$ cat src/rtl/count_sequencer.sv
// Event-counter sequencer: IDLE/RUN/HOLD/DONE with prescaler, up/down stepping and snapshot handshake.
// Optional periodic mode under `COUNT_SEQ_AUTORELOAD_EN.
module count_sequencer #(
    parameter int WIDTH      = 4,
    parameter int PRESCALE_W = 8
) (
    input  logic                  clk,
    input  logic                  reset,
    input  logic                  start,
    input  logic                  stop,
    input  logic                  pause,
    input  logic [WIDTH-1:0]      load_val,
    input  logic [WIDTH-1:0]      term_val,
    input  logic [PRESCALE_W-1:0] prescale,
    input  logic                  up_dn,
    output logic [WIDTH-1:0]      count,
    output logic                  busy,
    output logic                  done,
    input  logic                  snap_req,
    output logic                  snap_ack,
    output logic [WIDTH-1:0]      snap_data
);

    localparam logic [1:0] S_IDLE = 2'd0;
    localparam logic [1:0] S_RUN  = 2'd1;
    localparam logic [1:0] S_HOLD = 2'd2;
    localparam logic [1:0] S_DONE = 2'd3;

    localparam logic [WIDTH-1:0]      CNT_ONE = 1;
    localparam logic [PRESCALE_W-1:0] PS_ONE  = 1;

    logic [1:0]            state;
    logic [PRESCALE_W-1:0] prescaler;
    logic [PRESCALE_W-1:0] cfg_prescale;
    logic [WIDTH-1:0]      cfg_term;
    logic                  cfg_up;
    logic [WIDTH-1:0]      stepped;
    logic                  tick;
    logic                  can_term;
    logic                  terminal;

`ifdef COUNT_SEQ_AUTORELOAD_EN
    logic [WIDTH-1:0] cfg_load;
    // After a terminal step the count shows term_val; the following step reloads.
    logic             reload_pend;
    assign terminal = tick && !reload_pend && (stepped == cfg_term);
`else
    assign terminal = tick && (stepped == cfg_term);
`endif

    assign stepped  = cfg_up ? (count + CNT_ONE) : (count - CNT_ONE);
    assign tick     = (prescaler == cfg_prescale);
    // A terminal step beats a pause raised in RUN; HOLD stays frozen while pause is high.
    assign can_term = (state == S_RUN) || ((state == S_HOLD) && !pause);
    assign busy     = (state == S_RUN) || (state == S_HOLD);

    always_ff @(posedge clk or posedge reset) begin
        if (reset) begin
            state        <= S_IDLE;
            count        <= '0;
            done         <= 1'b0;
            prescaler    <= '0;
            cfg_prescale <= '0;
            cfg_term     <= '0;
            cfg_up       <= 1'b0;
`ifdef COUNT_SEQ_AUTORELOAD_EN
            cfg_load     <= '0;
            reload_pend  <= 1'b0;
`endif
        end else begin
            done <= 1'b0;
            if (stop) begin
                state <= S_IDLE;
`ifdef COUNT_SEQ_AUTORELOAD_EN
                reload_pend <= 1'b0;
`endif
            end else if (start) begin
                state        <= S_RUN;
                count        <= load_val;
                prescaler    <= '0;
                cfg_prescale <= prescale;
                cfg_term     <= term_val;
                cfg_up       <= up_dn;
`ifdef COUNT_SEQ_AUTORELOAD_EN
                cfg_load     <= load_val;
                reload_pend  <= 1'b0;
`endif
            end else if (busy) begin
                if (can_term && terminal) begin
                    count     <= cfg_term;
                    done      <= 1'b1;
                    prescaler <= '0;
`ifdef COUNT_SEQ_AUTORELOAD_EN
                    state       <= S_RUN;
                    reload_pend <= 1'b1;
`else
                    state     <= S_DONE;
`endif
                end else if (pause) begin
                    state <= S_HOLD;
                end else begin
                    state <= S_RUN;
                    if (tick) begin
                        prescaler <= '0;
`ifdef COUNT_SEQ_AUTORELOAD_EN
                        count       <= reload_pend ? cfg_load : stepped;
                        reload_pend <= 1'b0;
`else
                        count     <= stepped;
`endif
                    end else begin
                        prescaler <= prescaler + PS_ONE;
                    end
                end
            end
        end
    end

    // Snapshot handshake runs regardless of FSM state; captures the pre-step count.
    always_ff @(posedge clk or posedge reset) begin
        if (reset) begin
            snap_ack  <= 1'b0;
            snap_data <= '0;
        end else if (snap_req && !snap_ack) begin
            snap_ack  <= 1'b1;
            snap_data <= count;
        end else if (!snap_req && snap_ack) begin
            snap_ack  <= 1'b0;
        end
    end

endmodule

$ cat config.mk
export PLATFORM = sky130hd
export DESIGN_NAME = count_sequencer
export DESIGN_NICKNAME = d
export VERILOG_FILES = /design/src/rtl/count_sequencer.sv
export SDC_FILE = /design/constraint.sdc
export NUM_CORES = 1
export LEC_CHECK = 0
export CAP_MARGIN = 30
export CORE_AREA = 2 2 71 73
export CTS_CLUSTER_DIAMETER = 30
export DETAILED_ROUTE_END_ITERATION = 10
export DIE_AREA = 0 0 73 75
export GPL_TIMING_DRIVEN = 0
export SYNTH_ARGS = -nofsm -noshare
export SYNTH_HDL_FRONTEND = slang
export SYNTH_SLANG_ARGS = --single-unit
$ cat constraint.sdc
create_clock -name clk -period 3.55 [get_ports clk]
set_clock_uncertainty 0.2 [all_clocks]
set_input_delay 0.71 -clock clk [delete_from_list [all_inputs] [get_ports clk]]
set_output_delay 0.71 -clock clk [all_outputs]
set_load 0.005 [all_outputs]
==> impl_metrics.csv, run 1 <==
group,metric,value,unit
status,status,"finished, final reports clean",
synth,synth-seq-cells,33,
die,die_height,75,µm
routing,first_iter_violations,90,
grt,grt_usage,0.167,
routing,wl_per_cell,15.8,µm
grt,grt_pass1_vias,1394,
cts,cts_hold_buffers,0,
synth,syn-cell-area,1820,µm²
die,dieArea,5480,µm²
sta,finalHoldViolCount,0,
synth,synthFlopType,"dfrtp_1",
die,initial_utilization,0.390,
synth,synth_area_leaders,"dfrtp_1 (45%), mux2_2 (11%), xnor2_1 (6.3%)",
worst_setup_path,crit_top_cell,"nor3_4",
sta,min_period,2780,ps
routing,dr.pass1.iters,4,
synth,synth_edf_count,0,
power_and_ir_drop,total_leakage_power,0.000951,µW
cts,cts_made_buffers,5,
placed_design,port_buffers,33,
layout,final_nets,235,
routing,wl,4.11,mm
layout,final_core_util,0.506,
sta,setup_tns,0,ps
sta,slew_violations,0,
worst_setup_path,critPathSlowestCell,"dfrtp_1",
synth,synth_top_area_share,0.454,
sta,slew_headroom,0.546,
worst_setup_path,startpoint_type,"register",
synth,synth_commonest_cells,"dfrtp_1 (33), mux2_2 (17), xnor2_1 (13)",
layout,syn_to_final_growth,29.8,%
power_and_ir_drop,peakVddDrop,0.253,mV
layout,layout-drive-gt1-share,0.175,
placed_design,hpwl,3.09,mm
die,num_rows,25,
synth,synth_cell_types,37,
cts,cts.repair.resized,0,
cts,root_buffer,"clkbuf_8",
die,core,4660,µm²
synth,postSynthCellCount,164,
worst_hold_path,hp-class,"reg -> reg",
cts,path_clk_slew,70,ps
synth,yosys.area.top_type,"dfrtp_1",
sta,finalSetupViolations,0,
layout,final_area,2360,µm²
worst_setup_path,worst_ep_arrival_time,2760,ps
grt,grt_pass1_wl,6.84,mm
placed_design,place_congestion,0.786,
die,io_pins,34,
worst_setup_path,criticalPathCategory,"reg -> reg",
sta,tightest_slew,680,ps
cts,cts_setup_buffers,0,
cts,insertion_delay,290,ps
cts,clock_path_buffers,2,
grt,grt_max_degree,20,
synth,synth_seq_area_share,0.454,
sta,fmax,360,MHz
layout,stdcell_count,260,
layout,diodes,0,
die,dieWidth,73,µm
cts,htreeDepth,2,
placed_design,post_dp_cell_area,2240,µm²
worst_setup_path,endpoint_kind,"register",
worst_setup_path,cp.required,3530,ps
worst_setup_path,timing.critical_path.cells,"inv_1 > fa_1 > xnor2_1 > xor2_1 > nor3_4 > a31oi_4 > nor3_4 > mux2_4",
synth,yosys.cell_count.top_type,"dfrtp_1",
power_and_ir_drop,p_per_area,625,nW/µm²
synth,syn_avg_cell_area,11.1,µm²
grt,antenna_found_initial,0,
cts,cts_tree,"yes",
cts,cts_sinks,33,
synth,async_flop_share,1.00,
worst_setup_path,critical_path.max_fanout,6,
synth,syn_nets,194,
grt,overflow,0,
sta,rsz0062_at_grt,"false",
placed_design,placedCellCount,252,
sta,fin_crit_sh,0.783,
routing,vias,1422,
routing,vias_per_cell,5.47,
routing,ant_nets,0,
routing,drc,0,
worst_setup_path,max_stage_delay,480,ps
flow_run,cap_violations,0,
synth,yosys_warnings,0,
-- layout make-up --
class                           count  area, µm²
Inverter                           10       37.5
Buffer                              2       7.51
Clock inverter                      1       30.0
Sequential cell                    33        826
Fill cell                         407       2300
Clock buffer                        7       86.3
Timing Repair Buffer               34        358
Multi-Input combinational cell    119        947
Tap cell                           54       67.6
-- routing by layer --
layer / vias up / share of wire / track usage
met5: - / 0 / 0
met4: 0 / 0.020 / 0.0761
met3: 9 / 0.042 / 0.0375
met2: 43 / 0.46 / 0.254
met1: 704 / 0.47 / 0.229
li1: 666 / - / -
-- final timing paths --
kind | startpoint | end | slack (ps) | cells after the start
hold / removal | snap_data[3] | snap_data[3] | 310 | 1
setup reg to reg | count[0] | count[3] | 770 | 8
min in group asynchronous | reset | count[1] | 620 | 2
max in group asynchronous | reset | prescaler[4] | 2000 | 3
hold reg to reg | snap_data[3] | snap_data[3] | 310 | 1
setup / recovery | count[0] | count[3] | 770 | 8
-- cell families after synthesis --
group | count (synthesis) | share of synthesized area
xor gates and xnor gates | 16 | 0.0812
buffers and inverters | 12 | 0.0248
DFF | 33 | 0.454
and+or+nand+nor | 43 | 0.132
AOI/OAI and AO/OA | 33 | 0.131
adders and majority gates | 7 | 0.0523
muxes | 20 | 0.125
-- critical path, delay by kind of cell (launching register included) --
kind / cells / cell delay [ps]
buffers and inverters: 1 / 130
XOR/XNOR: 2 / 380
AND/OR/NAND/NOR: 2 / 540
flip-flops: 1 / 480
adder cells (fa/ha/maj): 1 / 440
multiplexers: 1 / 320
AO/OA/AOI/OAI: 1 / 160
-- metrics by stage --
step	hold WS, ps	setup slack [ps]	total power, µW
3_3_place_gp	288	622	1090
6_report	313	771	1470
2_1_floorplan	301	1040	907
3_5_place_dp	298	563	1120
5_1_grt	336	594	1580
4_1_cts	315	767	1490
-- cells in the final DEF (no fill, tap or decap), types with 2 or more instances in the layout --
| cell type | instances |
|---|---|
| dfrtp_1 | 33 |
| clkdlybuf4s50_1 | 33 |
| mux2_2 | 17 |
| xnor2_1 | 13 |
| o21ai_0 | 12 |
| nand2_1 | 11 |
| inv_1 | 10 |
| nor2_1 | 9 |
| a21oi_1 | 6 |
| nand3_1 | 6 |
| ha_1 | 6 |
| clkbuf_8 | 6 |
| nor3_1 | 5 |
| o2bb2ai_1 | 4 |
| nand4_1 | 3 |
| clkbuf_1 | 3 |
| xor2_1 | 2 |
| nor3_4 | 2 |
| a21o_2 | 2 |
| mux2i_1 | 2 |
-- state kept, by name, summed over array words and instances (netlist names) --
register / count
cfg_up: 1
state: 2
cfg_term: 4
prescaler: 8
done: 1
count: 4
snap_ack: 1
snap_data: 4
cfg_prescale: 8
-- where the power goes --
part	switching [µW]	internal, µW
Combinational	241	308
Clock	138	229
Sequential	93.4	465
No activity file was read; power rests on OpenSTA's default activity.
==> run 2, diff against run 1 <==
==> constraint.sdc (replaced) <==
create_clock -name clk -period 2.75 [get_ports clk]
set_clock_uncertainty 0.2 [all_clocks]
set_input_delay 0.55 -clock clk [delete_from_list [all_inputs] [get_ports clk]]
set_output_delay 0.55 -clock clk [all_outputs]
set_load 0.005 [all_outputs]
==> impl_metrics.csv, run 2 (synthesis gave the netlist of run 1 again) <==
group,metric,value,unit
routing,wl,4.13,mm
sta,setup_tns,0,ps
die,num_rows,25,
placed_design,port_buffers,33,
die,dieArea,5480,µm²
cts,path_clk_slew,70,ps
grt,grt_pass1_wl,6.84,mm
worst_setup_path,r2r_cells,8,
worst_hold_path,hp-class,"reg -> reg",
worst_setup_path,path_delay_family,"simple AND/OR/NAND/NOR gates",
layout,final_area,2380,µm²
placed_design,dp_slack,-76.8,ps
worst_hold_path,hold_depth,1,
worst_setup_path,critPathSlowestCell,"fa_1",
routing,vias_per_cell,5.48,
routing,first_iter_violations,104,
layout,syn_to_final_growth,31.1,%
flow_run,cap_violations,0,
die,core,4660,µm²
layout,final_nets,237,
grt,antenna_found_initial,0,
worst_setup_path,regToRegSetupSlack,120,ps
sta,tightest_slew,686,ps
cts,clock_path_buffers,2,
layout,fillers,404,
layout,reg_top3,"cfg_prescale (8), prescaler (8)",
worst_setup_path,cp.required,2730,ps
sta,worst_slack,121,ps
cts,cts_made_buffers,5,
worst_setup_path,critical_path.max_fanout,6,
sta,fin_crit_sh,0.956,
layout,layout-drive-gt1-share,0.192,
placed_design,post_dp_cell_area,2240,µm²
routing,wl_per_cell,15.7,µm
worst_setup_path,crit_top_cell,"nor3_4",
die,initial_utilization,0.390,
status,status,"finished, final reports clean",
sta,fmax,380,MHz
power_and_ir_drop,peakVddDrop,0.326,mV
cts,htreeDepth,2,
placed_design,place_congestion,0.786,
cts,cts_sinks,33,
worst_setup_path,critPathBufInv,1,
routing,ant_nets,0,
layout,final_core_util,0.511,
worst_hold_path,worstHoldStart,"snap_data[3]",
routing,drc,0,
layout,layout_common_cells,"clkdlybuf4s50_1 (33), dfrtp_1 (32), mux2_2 (17), xnor2_1 (12), o21ai_0 (12)",
grt,grt_max_degree,20,
sta,finalSetupViolations,0,
placed_design,hpwl,3.09,mm
grt,overflow,0,
worst_setup_path,regToRegEndpoint,"count[3]",
die,die_height,75,µm
sta,min_period,2630,ps
sta,slew_headroom,0.542,
die,io_pins,34,
worst_setup_path,endpoint_kind,"register",
power_and_ir_drop,p_per_area,804,nW/µm²
worst_setup_path,reg2reg_from,"count[0]",
worst_setup_path,startpoint_type,"register",
power_and_ir_drop,total_leakage_power,0.000966,µW
layout,stdcell_count,262,
worst_setup_path,worst_ep_arrival_time,2610,ps
routing,vias,1437,
grt,grt_usage,0.167,
layout,diodes,0,
worst_setup_path,max_stage_delay,460,ps
die,dieWidth,73,µm
cts,insertion_delay,290,ps
routing,dr.pass1.iters,4,
cts,root_buffer,"clkbuf_8",
sta,slew_violations,0,
grt,grt_pass1_vias,1394,
worst_hold_path,whs_endpoint,"snap_data[3]",
layout,seq_area,827,µm²
layout,multi_input_area,955,µm²
worst_setup_path,criticalPathCategory,"reg -> reg",
layout,final_common_cell,"clkdlybuf4s50_1",
worst_setup_path,timing.critical_path.cells,"inv_1 > fa_1 > xnor2_2 > xor2_1 > nor3_4 > a31oi_4 > nor3_4 > mux2_4",
placed_design,placedCellCount,252,
cts,cts_tree,"yes",
sta,finalHoldViolCount,0,
run 2: cell types whose count changed in the layout (fill, tap and decap cells not counted):
| cell | change |
|---|---|
| xnor2_1 | -1 |
| xnor2_2 | +1 |
| dfrtp_1 | -1 |
| buf_4 | +2 |
| dfrtp_2 | +1 |
run 2: through the flow:
| stage | hold WS [ps] | power (µW) |
|---|---|---|
| 2_1_floorplan | 301 | 1170 |
| 3_3_place_gp | 288 | 1400 |
| 3_5_place_dp | 298 | 1440 |
| 4_1_cts | 315 | 1920 |
| 5_1_grt | 336 | 2050 |
| 6_report | 313 | 1920 |
run 2: how the worst max path moves through the flow:
| stage | startpoint | endpoint | depth (start not counted) |
|---|---|---|---|
| 3_3_place_gp | pause | count[3] | 7 |
| 2_1_floorplan | count[0] | count[3] | 8 |
| 4_1_cts | count[0] | count[3] | 8 |
| 3_5_place_dp | pause | count[3] | 7 |
| 6_report | count[0] | count[3] | 8 |
| 5_1_grt | count[0] | count[1] | 9 |
run 2: timing repair:
action | 4_1_cts | 5_1_grt
setup buffers | 0 | 2
pin swaps | 0 | 1
hold buffers | 0 | 0
endpoints found under the setup margin | 1 | 2
resized for setup | 1 | 1
run 2: per-layer routing:
metal | part of all wire | vias up | global-route usage | wire length, µm
li1 | - | 671 | - | -
met2 | 0.48 | 51 | 0.254 | 1980
met5 | 0 | - | 0 | 0
met4 | 0.020 | 0 | 0.0761 | 83
met3 | 0.046 | 8 | 0.0375 | 189
met1 | 0.45 | 707 | 0.229 | 1870
run 2: power by group:
group / internal [µW] / switching [µW]
registers: 601 / 121
clock network: 295 / 175
logic: 409 / 315
run 2: area by class of cell:
| type | instances | share of cell area |
|---|---|---|
| Tap cell | 54 | 0.0283 |
| Clock buffer | 7 | 0.0362 |
| Sequential cell | 33 | 0.347 |
| Buffer | 2 | 0.00315 |
| Inverter | 10 | 0.0157 |
| Multi-Input combinational cell | 119 | 0.401 |
| Timing Repair Buffer | 36 | 0.156 |
| Clock inverter | 1 | 0.0126 |
==> run 3, diff against run 2 <==
--- a/config.mk
+++ b/config.mk
@@ -6,11 +6,11 @@
 export NUM_CORES = 1
 export LEC_CHECK = 0
 export CAP_MARGIN = 30
-export CORE_AREA = 2 2 71 73
+export CORE_AREA = 2 2 64 66
 export CTS_CLUSTER_DIAMETER = 30
 export DETAILED_ROUTE_END_ITERATION = 10
-export DIE_AREA = 0 0 73 75
-export GPL_TIMING_DRIVEN = 0
+export DIE_AREA = 0 0 66 68
+export PLACE_DENSITY = 0.74
 export SYNTH_ARGS = -nofsm -noshare
 export SYNTH_HDL_FRONTEND = slang
 export SYNTH_SLANG_ARGS = --single-unit
==> impl_metrics.csv, run 3 (synthesis gave the netlist of run 1 again) <==
group,metric,value,unit
placed_design,hpwl,2.93,mm
sta,min_period,2550,ps
cts,insertion_delay,290,ps
die,io_pins,34,
cts,cts_made_buffers,5,
routing,dr.pass1.iters,4,
placed_design,port_buffers,33,
worst_setup_path,crit_top_cell,"nor3_4",
layout,final_nets,239,
power_and_ir_drop,peakVddDrop,0.370,mV
flow_run,cap_violations,0,
routing,ant_nets,0,
die,die_height,68,µm
sta,tightest_slew,522,ps
cts,cts_setup_buffers,0,
die,initial_utilization,0.471,
worst_setup_path,critPathSlowestCell,"dfrtp_1",
power_and_ir_drop,total_leakage_power,0.000957,µW
die,core,3860,µm²
worst_setup_path,worst_ep_arrival_time,2540,ps
worst_setup_path,startpoint_type,"register",
sta,fmax,392,MHz
layout,stdcell_count,260,
layout,layout-drive-gt1-share,0.200,
die,dieArea,4490,µm²
sta,slew_violations,0,
cts,cts_tree,"yes",
worst_setup_path,criticalPathCategory,"reg -> reg",
grt,grt_usage,0.189,
layout,fillers,330,
layout,diodes,0,
routing,wl,3.89,mm
layout,syn_to_final_growth,28.6,%
worst_setup_path,cp.required,2730,ps
sta,finalHoldViolCount,0,
layout,multi_input_area,947,µm²
worst_setup_path,path_delay_family,"simple AND/OR/NAND/NOR gates",
sta,rsz0062_at_grt,"false",
layout,seq_area,826,µm²
layout,reg_top3,"cfg_prescale (8), prescaler (8)",
cts,cts_hold_buffers,0,
die,num_rows,23,
cts,root_buffer,"clkbuf_8",
sta,fin_crit_sh,0.928,
cts,cts.repair.resized,0,
grt,overflow,0,
sta,setup_tns,0,ps
worst_setup_path,critPathBufInv,1,
sta,finalSetupViolations,0,
grt,grt_pass1_vias,1342,
layout,layout_common_cells,"dfrtp_1 (33), clkdlybuf4s50_1 (33), mux2_2 (17), xnor2_1 (13), o21ai_0 (12)",
worst_setup_path,endpoint_kind,"register",
routing,drc,0,
placed_design,dp_slack,173,ps
cts,cts_sinks,33,
grt,grt_max_degree,34,
placed_design,place_congestion,0.870,
power_and_ir_drop,power,1800,µW
sta,slew_headroom,0.648,
sta,worst_slack,197,ps
cts,clock_path_buffers,2,
routing,vias_per_cell,5.35,
status,status,"finished, final reports clean",
grt,grt_pass1_wl,6.31,mm
worst_hold_path,hp-class,"reg -> reg",
power_and_ir_drop,p_per_area,768,nW/µm²
grt,antenna_found_initial,0,
cts,htreeDepth,2,
worst_setup_path,max_stage_delay,410,ps
worst_setup_path,timing.critical_path.cells,"inv_1 > fa_1 > xnor2_1 > xor2_1 > nor3_4 > a31oi_4 > nor3_4 > mux2_4",
routing,first_iter_violations,63,
cts,path_clk_slew,70,ps
routing,vias,1391,
routing,wl_per_cell,14.9,µm
placed_design,placedCellCount,252,
die,dieWidth,66,µm
worst_setup_path,critical_path.max_fanout,6,
[run 3: cell count changes in the layout (fill, tap and decap cells not counted), sizes merged]
cell | previous run | this run
bufinv | 1 | 0
clkinv | 0 | 2
buf | 3 | 7
clkbuf | 9 | 6
[run 3: cell type report]
cell class              count  area share
clock buffers               6      0.0310
multi-input cells         119       0.405
flip-flops and latches     33       0.353
inverters                  10      0.0161
repair buffers             40       0.164
well taps                  50      0.0268
clock inverters             2     0.00428
[run 3: stage by stage]
stage	utilization	hold WS, ps	instance area, µm²
finish	0.606	308	2340
global route	0.606	319	2340
CTS	0.606	312	2340
detailed placement	0.585	296	2260
global placement	0.585	288	2260
floorplan	-	301	1820
[run 3: power breakdown]
| group | leakage (µW) | internal, µW | switching (µW) |
|---|---|---|---|
| Sequential | 0.000401 | 600 | 112 |
| Combinational | 0.000511 | 406 | 321 |
| Clock | 0.0000450 | 175 | 182 |
| Total | 0.000957 | 1180 | 615 |
[run 3: per-layer routing]
layer	vias to the layer above	share of wire	global-route usage
li1	673	-	-
met1	673	0.45	0.246
met2	40	0.48	0.303
met3	5	0.052	0.0510
met4	0	0.016	0.0765
met5	-	0	0
[run 3: final timing paths]
| check | start | endpoint | slack [ps] | depth (start not counted) |
|---|---|---|---|---|
| hold reg to reg | snap_data[1] | snap_data[1] | 310 | 1 |
| min in group asynchronous | reset | prescaler[0] | 450 | 3 |
| setup / recovery | count[1] | count[3] | 200 | 8 |
| max in group asynchronous | reset | done | 1590 | 3 |
| hold / removal | snap_data[1] | snap_data[1] | 310 | 1 |
| setup reg to reg | count[1] | count[3] | 200 | 8 |
[run 3: worst register-to-register path, cell delays in order (launching register included)]
cell	delay, ps
dfrtp_1	410
inv_1	90
fa_1	410
xnor2_1	230
xor2_1	140
nor3_4	240
a31oi_4	160
nor3_4	240
mux2_4	310
